`src/rtl/attn_ctrl_pkg.sv`:
```
`default_nettype none
// ============================================================================
//  Module  : attn_ctrl_pkg
//  Brief   : Shared types for the attention stage sequencer: FSM state
//            encoding, error codes and a stage-index width helper.
//  Revision: 1.0  initial release
// ============================================================================
package attn_ctrl_pkg;

    // Sequencer states. The width is fixed so the encoding is stable across tools.
    typedef enum logic [2:0] {
        ST_IDLE   = 3'd0,
        ST_LAUNCH = 3'd1,
        ST_WAIT   = 3'd2,
        ST_NEXT   = 3'd3,
        ST_FINISH = 3'd4,
        ST_ERROR  = 3'd5
    } state_t;

    // Reason a run ended with error set.
    typedef enum logic [1:0] {
        ERR_NONE    = 2'd0,
        ERR_TIMEOUT = 2'd1,
        ERR_ABORT   = 2'd2
    } err_code_t;

    // Width of a stage index; a single-stage build still gets a 1-bit index.
    function automatic int idx_width(input int n);
        return (n > 1) ? $clog2(n) : 1;
    endfunction

endpackage
`default_nettype wire

```
`src/rtl/attn_next_stage.sv`:
```
`default_nettype none
// ============================================================================
//  Module  : attn_next_stage
//  Brief   : Priority encoder returning the lowest enabled stage index above
//            the current one (or from the very first stage when i_from_start
//            is set), plus a flag when no enabled stage remains.
//  Revision: 1.0  initial release
// ============================================================================
module attn_next_stage
    import attn_ctrl_pkg::*;
#(
    parameter int NUM_STAGES = 3
)(
    input  logic [NUM_STAGES-1:0]            i_mask,
    input  logic [idx_width(NUM_STAGES)-1:0] i_cur_idx,
    input  logic                             i_from_start,
    output logic [idx_width(NUM_STAGES)-1:0] o_next_idx,
    output logic                             o_none_left
);

    localparam int IDX_W = idx_width(NUM_STAGES);

    // Scan from the top down so the lowest qualifying index is the last write.
    always_comb begin
        o_next_idx  = '0;
        o_none_left = 1'b1;
        for (int i = NUM_STAGES - 1; i >= 0; i--) begin
            if (i_mask[i] && (i_from_start || (i > int'(i_cur_idx)))) begin
                o_next_idx  = IDX_W'(i);
                o_none_left = 1'b0;
            end
        end
    end

endmodule
`default_nettype wire

```
`src/rtl/attn_stage_sequencer.sv`:
```
`default_nettype none
// ============================================================================
//  Module  : attn_stage_sequencer
//  Brief   : Launches the attention compute stages one at a time over
//            start/done pulse handshakes, with stage masking, a per-stage
//            timeout watchdog, abort, error reporting and a run-length counter.
//            All outputs come from registers or from a decode of the state.
//  Revision: 1.0  initial release
// ============================================================================
module attn_stage_sequencer
    import attn_ctrl_pkg::*;
#(
    parameter int NUM_STAGES = 3,
    parameter int TMO_W      = 24,
    parameter int CNT_W      = 32
)(
    input  logic                             clk,
    input  logic                             rst,
    input  logic                             start,
    input  logic [NUM_STAGES-1:0]            stage_mask,
    input  logic [TMO_W-1:0]                 timeout_lim,
    input  logic                             abort,
    input  logic [NUM_STAGES-1:0]            stage_done,
    output logic [NUM_STAGES-1:0]            stage_start,
    output logic                             busy,
    output logic                             done,
    output logic                             error,
    output logic [1:0]                       err_code,
    output logic [idx_width(NUM_STAGES)-1:0] err_stage,
    output logic [idx_width(NUM_STAGES)-1:0] cur_stage,
    output logic [CNT_W-1:0]                 run_cycles
);

    localparam int IDX_W = idx_width(NUM_STAGES);

    state_t                  r_state;
    state_t                  w_state_nxt;
    logic [NUM_STAGES-1:0]   r_mask;
    logic [TMO_W-1:0]        r_lim;
    logic [IDX_W-1:0]        r_cur;
    logic [TMO_W-1:0]        r_wait;
    logic                    r_error;
    err_code_t               r_code;
    err_code_t               w_code_nxt;
    logic [IDX_W-1:0]        r_estage;
    logic [CNT_W-1:0]        r_run;

    logic                    w_accept;
    logic                    w_enc_from_start;
    logic [NUM_STAGES-1:0]   w_enc_mask;
    logic [IDX_W-1:0]        w_next_idx;
    logic                    w_none_left;
    logic [TMO_W-1:0]        w_wait_inc;
    logic                    w_cur_done;
    logic                    w_timeout;
    logic                    w_enter_err;

    // In IDLE the encoder looks at the live mask from the first stage on;
    // afterwards it walks the latched mask above the current stage.
    assign w_enc_from_start = (r_state == ST_IDLE);
    assign w_enc_mask       = w_enc_from_start ? stage_mask : r_mask;

    attn_next_stage #(
        .NUM_STAGES (NUM_STAGES)
    ) u_next_stage (
        .i_mask       (w_enc_mask),
        .i_cur_idx    (r_cur),
        .i_from_start (w_enc_from_start),
        .o_next_idx   (w_next_idx),
        .o_none_left  (w_none_left)
    );

    // Handshake qualifiers: only the current stage's done bit is looked at, and
    // the timeout compares the count including the present WAIT cycle.
    always_comb begin
        w_accept   = (r_state == ST_IDLE) && start;
        w_wait_inc = (&r_wait) ? r_wait : (r_wait + TMO_W'(1));
        w_cur_done = stage_done[r_cur];
        w_timeout  = (r_lim != '0) && (w_wait_inc >= r_lim);
    end

    // State register.
    always_ff @(posedge clk or posedge rst) begin
        if (rst) begin
            r_state <= ST_IDLE;
        end else begin
            r_state <= w_state_nxt;
        end
    end

    // Next-state logic; abort outranks done, and done outranks timeout.
    always_comb begin
        w_state_nxt = r_state;
        w_code_nxt  = ERR_NONE;
        w_enter_err = 1'b0;
        case (r_state)
            ST_IDLE: begin
                if (start) begin
                    w_state_nxt = w_none_left ? ST_FINISH : ST_LAUNCH;
                end
            end
            ST_LAUNCH: begin
                w_state_nxt = ST_WAIT;
            end
            ST_WAIT: begin
                if (abort) begin
                    w_state_nxt = ST_ERROR;
                    w_code_nxt  = ERR_ABORT;
                    w_enter_err = 1'b1;
                end else if (w_cur_done) begin
                    w_state_nxt = ST_NEXT;
                end else if (w_timeout) begin
                    w_state_nxt = ST_ERROR;
                    w_code_nxt  = ERR_TIMEOUT;
                    w_enter_err = 1'b1;
                end
            end
            ST_NEXT: begin
                w_state_nxt = w_none_left ? ST_FINISH : ST_LAUNCH;
            end
            ST_FINISH: begin
                w_state_nxt = ST_IDLE;
            end
            ST_ERROR: begin
                w_state_nxt = ST_IDLE;
            end
            default: begin
                w_state_nxt = ST_IDLE;
            end
        endcase
    end

    // Run configuration and stage pointer, captured when a run is accepted.
    always_ff @(posedge clk or posedge rst) begin
        if (rst) begin
            r_mask <= '0;
            r_lim  <= '0;
            r_cur  <= '0;
        end else if (w_accept) begin
            r_mask <= stage_mask;
            r_lim  <= timeout_lim;
            r_cur  <= w_next_idx;
        end else if ((r_state == ST_NEXT) && !w_none_left) begin
            r_cur  <= w_next_idx;
        end
    end

    // Per-stage wait counter: zeroed at launch, saturating while waiting.
    always_ff @(posedge clk or posedge rst) begin
        if (rst) begin
            r_wait <= '0;
        end else if (r_state == ST_LAUNCH) begin
            r_wait <= '0;
        end else if (r_state == ST_WAIT) begin
            r_wait <= w_wait_inc;
        end
    end

    // Error status: cleared on accept, loaded on the way into ERROR, else held.
    always_ff @(posedge clk or posedge rst) begin
        if (rst) begin
            r_error  <= 1'b0;
            r_code   <= ERR_NONE;
            r_estage <= '0;
        end else if (w_accept) begin
            r_error  <= 1'b0;
            r_code   <= ERR_NONE;
            r_estage <= '0;
        end else if (w_enter_err) begin
            r_error  <= 1'b1;
            r_code   <= w_code_nxt;
            r_estage <= r_cur;
        end
    end

    // Run-length counter: counts every non-IDLE cycle and sticks at all-ones.
    always_ff @(posedge clk or posedge rst) begin
        if (rst) begin
            r_run <= '0;
        end else if (w_accept) begin
            r_run <= '0;
        end else if ((r_state != ST_IDLE) && !(&r_run)) begin
            r_run <= r_run + CNT_W'(1);
        end
    end

    // Moore output decode.
    always_comb begin
        stage_start = '0;
        if (r_state == ST_LAUNCH) begin
            stage_start[r_cur] = 1'b1;
        end
        busy       = (r_state != ST_IDLE);
        done       = (r_state == ST_FINISH) || (r_state == ST_ERROR);
        error      = r_error;
        err_code   = r_code;
        err_stage  = r_estage;
        cur_stage  = r_cur;
        run_cycles = r_run;
    end

endmodule
`default_nettype wire

```
`config.mk`:
```
export PLATFORM = sky130hd
export DESIGN_NAME = attn_stage_sequencer
export DESIGN_NICKNAME = d
export VERILOG_FILES = /design/src/rtl/attn_ctrl_pkg.sv /design/src/rtl/attn_next_stage.sv /design/src/rtl/attn_stage_sequencer.sv
export SDC_FILE = /design/constraint.sdc
export NUM_CORES = 1
export LEC_CHECK = 0
export ABC_AREA = 1
export ABC_CLOCK_PERIOD_IN_PS = 3300
export CORE_ASPECT_RATIO = 1.1
export CORE_MARGIN = 5
export CORE_UTILIZATION = 39
export DETAILED_ROUTE_END_ITERATION = 6
export GPL_ROUTABILITY_DRIVEN = 0
export PLACE_DENSITY = 0.67
export SYNTH_ARGS = -nofsm -noshare
export SYNTH_HDL_FRONTEND = slang
export SYNTH_SLANG_ARGS = --single-unit
```
`constraint.sdc`:
```
create_clock -name clk -period 3.3 [get_ports clk]
set_input_delay 0.33 -clock clk [delete_from_list [all_inputs] [get_ports clk]]
set_output_delay 0.33 -clock clk [all_outputs]
set_load 0.01 [all_outputs]
```
* After elaboration in Yosys (flattened, before gate mapping) *
Cells that the tools add are included.

cells by class
  add/subtract/negate cells = 2
  multiply operators = 0
  divide/modulo/power cells = 0
  magnitude comparators = 5
  equality and inequality tests = 7
  shift operators = 0
  mux-type cells = 39
  bitwise operators = 0
  reduce and logical (&&, ||, !) cells = 23

operators with widths
  kind                     count
  $mux W24                 3
  $mux W32                 2
  $add A32 B1 Y32 const B  1
  $reduce_and A32 Y1       1
  $add A24 B1 Y24 const B  1
  $ge A24 B24 Y1           1
  $reduce_and A24 Y1       1
  $reduce_bool A24 Y1      1
  $mux W2                  11
  $mux W3                  7
  $mux W1                  13
  $pmux W3 S4              1
  $logic_and A1 B1 Y1      8
  $reduce_bool A2 Y1       4
  $eq A3 B2 Y1 const B     2
  $eq A3 B3 Y1 const B     2
  $ne A4 B4 Y1 const B     1
  $eq A3 B1 Y1 const B     1
  $logic_not A3 Y1         1
  $logic_or A1 B1 Y1       3
  $lt A2 B3 Y1 const B     1
  $reduce_bool A3 Y1       1
  $bmux W1 S2              1
  $demux W1 S2             1
  6 further kinds          7

storage, ports and cells
  register bits = 93
  bits in latches = 0
  bits in writable memories = 0
  memory bits (read-only) = 0
  output and inout bits = 44
  word-level logic and storage cells = 85
  memories kept = 0

* Logic depth before layout (Yosys ltp) *
Gate-level depths: netlist of run 1.

  word-level depth = 10
  depth in mapped cells = 25

* Modules after synthesis *
From an unflattened synthesis of run 1, not the netlist that was laid out.

unflattened totals
  cells, all modules = 846
  area total of the unflattened synthesis = 6194.7 um^2

modules (own cells, without submodules)
  module                instances  cells each  area each (um^2)
  attn_stage_sequencer  1          831         6129.6
  attn_next_stage       1          15          65.1

* Least setup slack after synthesis of run 1 *
Ideal clock, no wire load.

  kind = register to register
  from = register r_wait[0]
  to = register r_estage[0] (netlist: err_stage[0])
  setup time = 0.118 ns
  arrival = 2.664 ns
  required time = 3.182 ns
  slack = 0.518 ns
  cell stages (with the launch flop) = 24
  clock period less this slack = 2.782 ns
  cells stage by stage = dfrtp_1 -> ha_1 -> nand2_1 -> nor2_2 -> inv_2 -> nor2_2 -> nand2_1 -> nor2_1 -> nand2_1 -> inv_1 -> nand3_1 -> and2_1 -> ha_1 -> nand2_1 -> nor2_1 -> nand2_1 -> nor2_1 -> nand2_1 -> nor2_1 -> nand2_1 -> nand2_1 -> nand4_1 -> nand3_1 -> nand2_1

between the ends
  longest elaborated chain between the ends = 9
  elaborated cells on any way between the ends = 10

RTL lines
  item                                                          line                         RTL
  start, declared                                               attn_stage_sequencer.sv:41   logic [TMO_W-1:0] r_wait;
  start signal, assigned                                        attn_stage_sequencer.sv:155  r_wait <= w_wait_inc;
  $add A24 B1 Y24 / $reduce_and A24 Y1 (equally long branches)  attn_stage_sequencer.sv:77   w_wait_inc = (&r_wait) ? r_wait : (r_wait + TMO_W'(1));
  $mux W24 *                                                    attn_stage_sequencer.sv:77
  $ge A24 B24 Y1 *                                              attn_stage_sequencer.sv:79   w_timeout = (r_lim != '0) && (w_wait_inc >= r_lim);
  $logic_and A1 B1 Y1 *                                         attn_stage_sequencer.sv:79
  $mux W1 *                                                     attn_stage_sequencer.sv:112  end else if (w_timeout) begin
  $mux W1 *                                                     attn_stage_sequencer.sv:110  end else if (w_cur_done) begin
  $mux W1 *                                                     attn_stage_sequencer.sv:106  if (abort) begin
  $mux W1 *                                                     attn_stage_sequencer.sv:96   case (r_state)
  $reduce_bool A2 Y1 (no source line) *                         --
  end signal, assigned                                          attn_stage_sequencer.sv:172  r_estage <= r_cur;
  end, declared                                                 attn_stage_sequencer.sv:45   logic [IDX_W-1:0] r_estage;

Every way passes the cells marked *; elsewhere a longest branch is shown, timed or not.
A chain may end at the register's enable or synchronous reset.

* Worst setup path after layout of run 1 *
  from = register r_wait[0]
  to = register r_error (netlist: error)

between the ends
  longest elaborated chain between the ends = 9
  elaborated cells on any way between the ends = 10

RTL lines
  item                                                          line                         RTL
  $add A24 B1 Y24 / $reduce_and A24 Y1 (equally long branches)  attn_stage_sequencer.sv:77
  $mux W24 *                                                    attn_stage_sequencer.sv:77
  $ge A24 B24 Y1 *                                              attn_stage_sequencer.sv:79
  $logic_and A1 B1 Y1 *                                         attn_stage_sequencer.sv:79
  $mux W1 *                                                     attn_stage_sequencer.sv:112
  $mux W1 *                                                     attn_stage_sequencer.sv:110
  $mux W1 *                                                     attn_stage_sequencer.sv:106
  $mux W1 *                                                     attn_stage_sequencer.sv:96
  $reduce_bool A2 Y1 (no source line) *                         --
  end signal, assigned                                          attn_stage_sequencer.sv:162  r_error <= 1'b0;
  end signal, assigned                                          attn_stage_sequencer.sv:166  r_error <= 1'b0;
  end signal, assigned                                          attn_stage_sequencer.sv:170  r_error <= 1'b1;
  end, declared                                                 attn_stage_sequencer.sv:42   logic r_error;

Marks and branches as above.

==> run summary, run 1 <==
The CTS tree is done. The number of nets with antenna violations after detailed routing came out at 0. The width of the chip came out at 126.9 microns. The final hold violation count was 0. Counting the fill cells in the layout gives roughly 1.5k.

The initial detailed-routing violation count came out at 539. The main combinational cell family by area after synthesis is simple AND/OR/NAND/NOR gates. The pre-CTS setup slack came out at 0.08180 ns. Max-cap violations in this run came to 0. The pin count of the biggest net entering global routing came out at 57.

The leakage component of the power came out at ~3.3 nW. The most used flip-flop cell after synthesis is dfrtp_1. The adder-cell share of the synthesized area came out at 0.05546.

The transition time of the tightest slew-check pin came out at slightly below 0.8 ns. The signed area change from the synthesized netlist to the final layout is 24.27%. The floorplan step defined a die boundary enclosing 17600 sq um. The clock tree skew after final layout came out at 0.005493 ns. The average vias per placed instance is 5.146. The placeable core area is 14940 sq um. The first global-routing pass estimated approximately 27000 microns of wire. The via count of the first global-routing pass is ~5.4k. The setup path with the least slack is of type reg -> reg.

In the synthesized netlist the async set-or-reset flop fraction comes to 1.000. The average wire length per cell after detail routing is roughly 15 microns. The max-slew headroom at the worst pin is 0.4708. The floorplan has 47 rows. The number of detailed-routing iterations run before antenna repair is 5.

The basic-gate share of the synthesized area counting and, or, nand and nor cells is 0.3189. For this run, the number of Yosys warnings is 0. Along the worst path, the maximum fanout reaches 5. The number of placed instances with taps included is 1091.

The run finished with clean final reports. The final critical-path share of the clock period came out at 0.9352. In this run, synthesis produced a sequential element count of 92.

The utilization after layout came out at 0.4880. The sequential-to-total area share from yosys stat is 0.3925. The final number of max-transition violations is 0.

STA classifies the critical path startpoint as a flop. The post-synthesis xor/xnor area fraction is 0.04480. The repair_antennas step left the layout with diodes totalling 0. The total of endpoints with negative setup slack in the final report is 0. TritonCTS created 9 clock buffers. The proportion of layout cells with a drive suffix above 1 came out at 0.06652. The worst path setup slack after routing came out at around 0.21 ns. The vias after detailed routing came out at 5727. The synthesized-area fraction occupied by ao, oa, aoi and oai cells is 0.09898.

The worst min-delay path class is in -> async. The number of antenna violations at the first check in global routing is 0. At the later pin of the worst-skew pair, clock insertion delay measures 0.35 ns.

The number of placed I/O pins came out at 78. For this design the ratio of total power to cell area is about 600 nW/um^2. Tracing the worst setup path back leads to its startpoint at r_wait[0]. The final instance count without filler cells is 1113. The clock tree buffer depth is 2.

The startpoint identified for the worst register-to-register timing path is r_wait[0]. The number of different library cells in the post-synthesis netlist is 36. STA classifies the critical path endpoint as a flop. The detailed placer's ending HPWL is 12050 microns. VDD sags by at most 0.2664 mV. The CTS clock-pin slew for the worst setup and hold paths came out at 0.06 ns. The remaining global-route overflow is 0. The global routing usage summed across all routing layers came out at 0.1843. The final instance area is 7289 sq um. The count of input and output buffers came out at 77. The cell count after synthesis came out at 828. The synthesized area divided by synthesized cell count came out at about 7.1 sq um.

The arrival time at the worst endpoint is 3.33 ns. Based on the critical path, the design can be clocked at up to 0.3240 GHz. The initial standard-cell utilization of the core is 0.3927. The area of placed instances is ~6900 sq um. In the routed design, unresolved DRC markers number 0. The total number of clock tree sinks came out at between 90 and 100. The data required time at the worst endpoint is 3.54 ns.

The number of enable flip-flop cells after synthesis is 0. The clock tree root driver cell is clkbuf_16. The smallest clock period supported by the final layout is computed as 3.086 ns. Wires add up to 16160 microns.

The synthesized netlist net count is 888. The deepest level of the CTS H-tree is 3. After the last flow step, the layout net total stands at between 900 and 1k. The combined area of all synthesized cells is 5866 sq um.

The die span in y came out at 138.6 microns. After synthesis, the share of cell area in mux cells is 0.
cells by family (layout without fill, tap and decap cells):
family / count (synthesis) / count (layout)
AO/OA/AOI/OAI: 105 / 105
XOR/XNOR: 30 / 30
adder cells (fa/ha/maj): 26 / 26
buffers and inverters: 134 / 223
flip-flops: 92 / 92
AND/OR/NAND/NOR: 441 / 441
critical path, cell delays in order (launching register included):
cell     delay, ns
dfrtp_1       0.43
ha_4          0.16
nand2_2       0.07
nor2_4        0.15
inv_2         0.08
nor2_4        0.14
nand2_2       0.07
nor2_2        0.14
nand2_2       0.09
o21ai_0       0.23
and2_4        0.21
ha_4          0.13
nand2_1       0.05
nor2_2        0.10
nand2_1       0.09
nor2_2        0.13
nand2_1       0.06
nor2_1        0.10
nand2_1       0.06
nand2_2       0.08
nand4_1       0.19
nand3_1       0.16
nand2_1       0.05
area by class of cell:
| cell class | instances | area [sq um] | area share |
|---|---|---|---|
| clock buffer | 15 | 277.8 | 0.03810 |
| tap | 196 | 245.2 | 0.03364 |
| clock inverter | 1 | 5.005 | 0.0006866 |
| multi-input combinational | 602 | 3129 | 0.4293 |
| inverter | 115 | 434.2 | 0.05956 |
| sequential | 92 | 2302 | 0.3158 |
| timing repair buffer | 92 | 895.9 | 0.1229 |
cell usage in the layout, fill, tap and decap left out, types with 5 or more instances in the layout:
cell type,n
xor2_1,26
nor3_1,33
ha_1,24
a21oi_1,10
inv_1,106
dfrtp_1,92
clkdlybuf4s50_1,77
nand2_1,244
o21ai_0,60
o21ai_1,10
inv_2,6
o22ai_1,5
o31ai_1,10
nand3_1,39
buf_4,14
nor2_2,6
clkbuf_16,9
nand4_1,20
nor2_1,74
cell usage after synthesis (all sizes together), types with 2 or more instances:
cell	instances	area, sq um
a21oi	10	50.05
a22o	2	17.52
and2	2	12.51
buf	5	40.04
clkbuf	14	52.55
clkinv	2	7.510
dfrtp	92	2302
ha	26	325.3
inv	113	424.2
nand2	249	942.2
nand3	40	200.2
nand3b	2	15.01
nand4	20	125.1
nor2	84	337.8
nor3	38	200.2
nor4	4	25.02
o211ai	2	15.01
o21ai	71	355.3
o21bai	2	15.01
o22ai	5	31.28
o31ai	10	75.07
xnor2	4	35.03
xor2	26	227.7
final timing paths:
check                               end  slack (ns)  cells past startpoint
setup / recovery                  error        0.21                     22
setup reg to reg                  error        0.21                     22
max in group asynchronous  err_stage[1]        2.18                      3
min in group clk              r_mask[2]        0.51                      2
hold / removal                 r_lim[1]        0.46                      2
hold reg to reg               r_mask[2]        0.51                      2
state kept, by name, indices dropped and copies added, names as in the netlist:
signal	flops
err_stage	2
r_lim	24
error	1
cur_stage	2
r_wait	24
r_state	3
run_cycles	32
r_mask	2
err_code	2
per-layer routing:
| metal | GRT usage | vias up | routed length (microns) |
|---|---|---|---|
| met4 | 0.07453 | 0 | 452 |
| met2 | 0.3205 | 161 | 8214 |
| met1 | 0.2259 | 2701 | 6773 |
| li1 | - | 2835 | - |
| met3 | 0.03043 | 30 | 714 |
| met5 | 0 | - | 0 |
stage by stage:
stage          setup TNS (ns)  total power [mW]  hold WS (ns)
6_report                    0             4.281        0.4556
5_1_grt              -0.01727             4.570        0.5250
4_1_cts                     0             4.262        0.4888
3_5_place_dp                0             3.240        0.4931
3_3_place_gp                0             3.212        0.4770
2_1_floorplan               0             2.645        0.4466
where the power goes:
group / total [mW] / internal (mW) / switching [mW] / leakage, nW
logic: 1.73 / 0.593 / 1.14 / 1.88
clock network: 1.01 / 0.573 / 0.438 / 0.140
registers: 1.54 / 1.37 / 0.172 / 1.23
total: 4.28 / 2.53 / 1.75 / 3.25
repair_timing:
action | 4_1_cts | 5_1_grt
setup endpoints to repair | 0 | 8
hold buffers | 0 | 0
buffers inserted | 0 | 6
resized for setup | 0 | 23
No activity file was read; power rests on OpenSTA's default activity.
==> inputs of run 2 (changes only) <==
- CORE_ASPECT_RATIO: 1.1 -> default
- CORE_MARGIN: 5 -> 1
==> run 2 against run 1 <==
Against the previous run:
- routed wire length is 3.3% lower
- critical path type unchanged
- final area is 0.36% higher
- count of clock-buffer cells in the layout is 5 lower
- sequential cell count stayed put
- utilization is 1.3 points higher
- die area is 12% lower
==> run summary, run 2 (synthesized netlist as in run 1, its figures left out) <==
The global-route met1 utilization was 0.2581 (+0.03224). The final hold violation count came out at 0 (unchanged). The wire length reported by the detailed router is 15630 microns (-3.3%).

The most common cell after layout, fill and taps aside is nand2_1. The average wire length per cell after detail routing came to 14.18 microns (-2.3%). Tracing the worst setup path back leads to its startpoint at r_wait[1].

The setup slack on the worst flop-to-flop path is 0.23 ns (+0.02 ns). The clock tree skew after final layout came out at 0.01289 ns (+0.007394 ns). The leakage component of the power is 3.278 nW (+0.76%). The total number of clock tree sinks came out at 92 (unchanged). The width of the chip is 124.6 microns (-1.8%). The detailed placer's ending HPWL came out at 11870 microns (-1.5%). met2 is the most crowded layer.

The post-route DRC violation count was 0 (unchanged). The flip-flop count of the largest register, all copies and words added came to 32 (unchanged). The critical path in this run is classified as reg -> reg. The initial detailed-routing violation count came out at 400 (-26%). The vias after detailed routing came out at 5628 (-1.7%). The clock insertion delay at the later pin of the skew report came out at 0.36 ns (about the same). The number of buffers inserted during clock tree synthesis is 9 (unchanged). The total power per unit cell area came out at 599.2 nW/um^2 (+2.0%). The number of placed I/O pins is 78 (unchanged). The deepest level of the CTS H-tree is 3 (unchanged).

Compared with the post-synthesis result, the final layout area differs by 24.72%. The biggest cell delay along the critical path came out at 0.39 ns (-0.04 ns). The area of the die is 15530 sq um (-12%).

The number of hold-repair buffers added at the cts stage is 0 (unchanged). The average vias per placed instance is 5.107 (-0.75%). The kind of end point of the critical path is a flop. The final-stage net count came out at 973 (+0.10%). The total of endpoints with negative setup slack in the final report came out at 0 (unchanged). The minimum hold slack came to 0.4211 ns (-0.03448 ns).

The max-slew headroom at the worst pin came to 0.5848 (+0.1141). The run finished with clean final reports. In this run the critical register-to-register path is launched from r_wait[1]. The CTS tree is done. The arrival time at the worst endpoint is 3.32 ns (about the same).

The final critical-path share of the clock period came to 0.9289 (-0.006273). The pin count of the biggest net entering global routing came out at 51 (-11%). The global routing usage summed across all routing layers is 0.2095 (+0.02516).

The top cell types in the final layout, fill and taps aside, are nand2_1 (242), inv_1 (106), dfrtp_1 (92). The die span in y came out at 124.6 microns (-10%). The placeable core area came out at 14590 sq um (-2.3%). The final critical-path required period is 3.065 ns (-0.02070 ns). The global routing usage on met3 is 0.04553 (+0.01510). The number of inserted filler cells in the final layout came to 1390 (-6.6%).

The count of input and output buffers was 77 (unchanged). The CTS clock-pin slew for the worst setup and hold paths came to 0.07 ns (about the same). The transition time of the tightest slew-check pin is 0.6228 ns (-0.1662 ns).

The via count of the first global-routing pass came out at 5402 (-0.037%). The met2 demand-to-capacity share in global routing is 0.3503 (+0.02983). The final number of max-transition violations was 0 (unchanged). The proportion of layout cells with a drive suffix above 1 is 0.06972 (+0.003196). The combined area of the multi-input logic cells was 3122 sq um (-0.24%). The number of nets with antenna violations after detailed routing came out at 0 (unchanged). The highest clock rate is 0.3262 GHz (+0.68%). The cell with the biggest individual delay on the critical path is dfrtp_1. The highest ir drop seen on vdd came to 0.3054 mV (+15%). The remaining global-route overflow came out at 0 (unchanged). The worst min-delay path class is in -> async. The global-route wire length before repair came out at 26050 microns (-1.9%). The number of antenna violations at the first check in global routing is 0 (unchanged).

The number of antenna repair diodes is 0 (unchanged). The buffering stage count on the worst path with inverters included came out at 1 (unchanged). The final instance area is 7316 sq um (+0.36%). In this design, the largest share of critical-path delay is due to simple AND/OR/NAND/NOR gates. The utilization after layout came to 0.5015 (+0.01344). The data required time at the worst endpoint is 3.55 ns (about the same). The highest net fanout along the worst path is 5 (unchanged). The number of max-capacitance violations reported came out at 0 (unchanged). The initial standard-cell utilization of the core came to 0.4021 (+0.009363). The clock tree buffer depth came out at 2 (unchanged). The sequential cell area came out at 2302 sq um (unchanged).

Among the stages of the critical path, the cell type that occurs most often is nand2_2. The row count is 44 (-6.4%). The area of placed instances came out at 6857 sq um (-0.22%). The number of detailed-routing iterations run before antenna repair came out at 5 (unchanged). Walking the worst path, the cells encountered are ha_2 -> nand2_2 -> nor2_4 -> inv_2 -> nor2_4 -> nand2_2 -> nor2_4 -> nand2_2 -> o21ai_0 -> and2_4 -> ha_4 -> nand2_2 -> nor2_2 -> nand2_1 -> nor2_2 -> nand2_1 -> nor2_1 -> nand2_1 -> nand2_2 -> nand4_1 -> nand3_1 -> nand2_1. The sort of element at the start of the critical path is a flop. The cell sitting at the root of the clock tree is a clkbuf_16.
## run 2: cell types whose count changed in the layout (fill, tap and decap cells not counted), moves of 2 or more
cell,change
clkbuf_8,-3
bufinv_16,+2
nor2_2,-2
clkbuf_1,-2
clkinv_4,+2
nand2_1,-2
nand2_2,+2
inv_6,+2
## run 2: report_power, final
part / internal (mW) / total [mW] / leakage [nW] / switching [mW]
Combinational: 0.591 / 1.72 / 1.89 / 1.13
Sequential: 1.37 / 1.53 / 1.23 / 0.158
Clock: 0.672 / 1.14 / 0.158 / 0.464
## run 2: what timing repair did
action | CTS | global route
buffers inserted | 0 | 7
endpoints found under the setup margin | 0 | 8
resized for setup | 0 | 23
endpoints found under the hold margin | 0 | 0
## run 2: metal layers
metal,share of wire,vias up
met5,0,-
met4,0.032,0
met3,0.040,37
met2,0.50,143
met1,0.43,2610
li1,-,2838
## run 2: stage by stage
| step | setup slack (ns) | total power, mW | TNS, ns | std cells |
|---|---|---|---|---|
| after global routing | -0.09370 | 4.727 | -0.2771 | 1102 |
| after floorplan | 0.5179 | 2.645 | 0 | 828 |
| after CTS | 0.04066 | 4.368 | 0 | 1095 |
| after detailed placement | 0.07293 | 3.223 | 0 | 1079 |
| after global placement | 0.2291 | 3.194 | 0 | 1079 |
| final | 0.2347 | 4.384 | 0 | 1102 |
## run 2: worst paths after layout
path | end | cells past startpoint
max reg2reg | error | 22
min in group clk | r_mask[1] | 2
max in group asynchronous | r_wait[13] | 3
min | r_lim[0] | 2
min reg2reg | r_mask[1] | 2
max | error | 22
## run 2: area by class of cell
cell class	count	share of cell area
clock buffers	10	0.03130
clock inverters	6	0.01300
inverters	115	0.05935
multi-input cells	602	0.4267
flip-flops and latches	92	0.3147
well taps	184	0.03147
repair buffers	93	0.1235
==> inputs of run 3 (changes only) <==
- CORE_MARGIN: 1 -> default
- SLEW_MARGIN: default -> 20
==> results of run 3 <==
No change in the layout: final DEF, timing and power equal those of run 2.
